==> config.mk <==
export PLATFORM = sky130hd
export DESIGN_NAME = grf
export DESIGN_NICKNAME = d
export VERILOG_FILES = /design/src/rtl/grf.sv
export SDC_FILE = /design/constraint.sdc
export NUM_CORES = 2
export LEC_CHECK = 0
export BUFFER_PORTS_ARGS = -buffer_cell sky130_fd_sc_hd__buf_2
export CAP_MARGIN = 40
export CORE_ASPECT_RATIO = 1.5
export CORE_UTILIZATION = 30
export CTS_CLUSTER_DIAMETER = 60
export DETAILED_ROUTE_END_ITERATION = 8
export GPL_TIMING_DRIVEN = 0
export SETUP_SLACK_MARGIN = 0.2
export SLEW_MARGIN = 20
export SYNTH_ARGS = -nofsm -noshare
export SYNTH_HDL_FRONTEND = slang
export SYNTH_SLANG_ARGS = --single-unit
==> constraint.sdc <==
create_clock -name clk -period 3 [get_ports clk]
set_clock_uncertainty 0.15 [all_clocks]
set_input_delay 0.15 -clock clk [delete_from_list [all_inputs] [get_ports clk]]
set_output_delay 0.15 -clock clk [all_outputs]
set_load 0.005 [all_outputs]
==> src/rtl/grf.sv <==
// General-purpose register file: 32 x 32-bit, two async read ports,
// one synchronous write port, $0 hardwired to zero.
module grf (
    input  logic        clk,
    input  logic        reset,
    input  logic        RegWrite,
    input  logic [4:0]  A1,
    input  logic [4:0]  A2,
    input  logic [4:0]  RegAddr,
    input  logic [31:0] RegData,
    input  logic [31:0] pc,
    output logic [31:0] RD1,
    output logic [31:0] RD2
);

    logic [31:0] regs [32];
    logic        wr_en;

    assign wr_en = RegWrite && (RegAddr != 5'd0);

    always_ff @(posedge clk or negedge reset) begin
        if (!reset) begin
            for (int i = 0; i < 32; i++) begin
                regs[i] <= 32'h0000_0000;
            end
        end else if (wr_en) begin
            regs[RegAddr] <= RegData;
        end
    end

    // Gating on address zero keeps $0 reading 0 regardless of regs[0].
    assign RD1 = (A1 == 5'd0) ? 32'h0000_0000 : regs[A1];
    assign RD2 = (A2 == 5'd0) ? 32'h0000_0000 : regs[A2];

`ifndef SYNTHESIS
    always @(posedge clk) begin
        if (reset && wr_en) begin
            $display("@%h: $%d <= %h", pc, RegAddr, RegData);
        end
    end
`endif

endmodule

==> results.md <==
- Result of the run: finished, final reports clean
- TritonCTS sink count: 1,024
- Synthesis-to-finish area growth: 18.5%
- Maximum root-to-sink buffer count: 3
- Flip-flop and latch count after synthesis: 1,024
- Number of distinct library cells after synthesis: 35
- Nets@finish: 4,012
- Count of H-tree levels built during CTS: 3
- Final setup violating endpoints: 0
- Share of synthesized area occupied by flip-flops and latches: 0.471
- Via count of the first global-routing pass: 38,900
- Clock Pin Slew Worst Setup and Hold Paths: 70 ps
- Final count of hold timing violations: 0
- Max transition margin: 0.392
- Power per Cell Area: 648 mW/mm2
- Detailed Route Iter0 Violations: 3,436
- Share of the cycle needed by the critical path after routing: 0.991
- Final hold slack: 71.6 ps
- Full die area: 0.183 mm2
- Number of enable-type register cells in the synthesized netlist: 0
- Overflow left after global routing: 0
- Worst-path maximum fanout: 10
- Net count of the mapped netlist: 3,703
- Final routed DRC violation total: 0
- Final cell area excluding filler cells: 0.0644 mm2
- Area after detailed placement: 0.0586 mm2
- Data arrival, critical path: 2670 ps
- Required time worst endpoint: 2700 ps
- Via-per-instance ratio: 5.75
- Worst skew pair latency: 710 ps
- Critical path endpoint category: output port
- Largest vdd supply drop: 0.000447 V
- Largest net degree at the start of global routing: 134
- Number of flip-flops under the largest register name: 1,024
- Type of the worst min-delay path: in -> reg
- Via count of the routed design: 37,000
- All-Layer GR Usage: 0.230
- Final HPWL from detailed placement: 155,000 um
- Number of I/O port buffers: 103
- Highest clock rate: 336 MHz
- Synthesized area divided by synthesized cell count: 15.0 um2
- Total routed wirelength: 211,000 um
- Starting utilization of the core area: 0.302
- Antenna-violating nets left: 0
- Avg WL per Cell: 32.8 um
- Y dimension of the die: 523 um
- Register with the most flip-flops: regs
- Post-synthesis instance area: 0.0544 mm2
- Number of maximum-capacitance violations: 0
- Syn Inst Count: 3,621
- Critical path class: in -> out
- Floorplan die width: 350 um
- Tightest Pin Transition: 911 ps
- Worst setup SP type: primary input
- Pins Over Slew Limit: 0
- RSZ-0062 raised after global routing: true
- Root buffer selected by CTS: sky130_fd_sc_hd__clkbuf_16
- Registers with the most flip-flops: regs (1024)
- TritonCTS Buffers: 105
- Main synth FF type: sky130_fd_sc_hd__dfrtp_1
- Static Leakage: 27.0 nW
- # rows: 191
- Min Tclk post-route: 2970 ps
- Layout fillers: 17,400
- DR pass1 iterations: 6
- Placeable Area: 0.180 mm2
- Gpl congestion: 0.963
- CTS tree: done
- Yosys synthesis warning count: 0
- Ys async rst share: 1.00
- Layout cell share with drive strength beyond 1: 0.567
- Number of antenna violations at the first check in global routing: 13
- I/O Pins: 146
- Wire length of the first global-routing pass: 296,000 um
## layer usage
| metal | up-vias | GRT usage | part of all wire |
|---|---|---|---|
| met5 | - | 0 | 0.00022 |
| li1 | 14600 | - | - |
| met4 | 8 | 0.201 | 0.099 |
| met3 | 531 | 0.0409 | 0.068 |
| met1 | 20100 | 0.272 | 0.37 |
| met2 | 1723 | 0.361 | 0.46 |
## path summary, 6_finish.rpt
| check | start | depth (start not counted) | end | slack (ps) |
|---|---|---|---|---|
| worst max register to register | regs[312] | 1 | regs[312] | 2020 |
| worst min register to register | regs[1017] | 1 | regs[1017] | 320 |
| max in group asynchronous | reset | 5 | regs[26] | 540 |
| worst max-delay path | A2[3] | 10 | RD2[16] | 30 |
| worst min-delay path | RegAddr[3] | 4 | regs[576] | 70 |
| min in group asynchronous | reset | 3 | regs[999] | 420 |
## cell usage in the layout (no fill, tap or decap), drive strengths merged, types with 18 or more instances in the layout
| cell | instances |
|---|---|
| a211oi | 64 |
| a221oi | 46 |
| a22oi | 64 |
| a311oi | 64 |
| buf | 370 |
| clkbuf | 384 |
| clkinv | 19 |
| dfrtp | 1024 |
| dlygate4sd3 | 37 |
| mux2 | 1056 |
| mux2i | 128 |
| mux4 | 448 |
| nand2 | 49 |
| nor2 | 19 |
| nor2b | 71 |
| o2111ai | 18 |
| o21ai | 110 |
## where the power goes
group,switching (mW),internal (mW)
clock network,5.82,7.94
registers,1.97,16.4
logic,4.38,5.19
## area by class of cell
type                    count  area, um2  share of cell area
multi-input cells        2163      28300               0.439
flip-flops and latches   1024      25600               0.398
clock buffers             157       3170              0.0492
well taps                2412       3020              0.0469
plain buffers             430       2200              0.0342
repair buffers            204       1700              0.0265
clock inverters            31        368             0.00571
diodes                      8       20.0            0.000311
inverters                   2       7.51            0.000117
## synthesized netlist by cell type, drive strengths merged, types with 3 or more instances
master | instances | share of area
a311oi | 64 | 0.010
nor2 | 19 | 0.0013
mux2i | 128 | 0.024
nand4b | 3 | 0.00048
nor3 | 3 | 0.00028
nor2b | 71 | 0.0082
nand2 | 49 | 0.0034
nand2b | 5 | 0.00058
o21ai | 110 | 0.010
a211oi | 64 | 0.0088
o2111ai | 18 | 0.0029
clkbuf | 225 | 0.016
mux4 | 448 | 0.19
a221oi | 46 | 0.0074
buf | 207 | 0.021
or3 | 3 | 0.00035
a22oi | 64 | 0.0088
dfrtp | 1024 | 0.47
mux2 | 1056 | 0.22
## cell families after synthesis
family,count (synthesis),share of synthesized area
flip-flops,1024,0.471
AND/OR/NAND/NOR,165,0.0161
multiplexers,1632,0.428
buffers and inverters,434,0.0363
AO/OA/AOI/OAI,366,0.0484
## stage by stage
step                instances  worst slack (ps)  power (mW)   util  TNS (ps)
floorplan                3621              1140        23.9      -         0
global placement         6136            -21250        26.9  0.321         -
detailed placement       6195             -1160        27.4  0.325    -38810
CTS                      6418              52.3        41.6  0.355         0
global route             6426              83.7        43.1  0.357         0
finish                   6431              26.1        41.7  0.357         0
## repair_timing
item | CTS | global route
hold buffers | 37 | 0
resized for setup | 358 | 91
endpoints found under the hold margin | 596 | 0
setup buffers | 0 | 2
gates cloned | 0 | 1
pin swaps | 53 | 25
setup endpoints to repair | 64 | 75
## critical path: stages
cell and delay, ps:
sky130_fd_sc_hd__buf_2 140, sky130_fd_sc_hd__clkbuf_2 300, sky130_fd_sc_hd__buf_6 210, sky130_fd_sc_hd__nor2b_1 140, sky130_fd_sc_hd__clkbuf_2 300, sky130_fd_sc_hd__clkbuf_4 360
sky130_fd_sc_hd__a22oi_2 210, sky130_fd_sc_hd__a311oi_1 460, sky130_fd_sc_hd__buf_4 240, sky130_fd_sc_hd__buf_2 120
(Power assumes the default switching activity.)
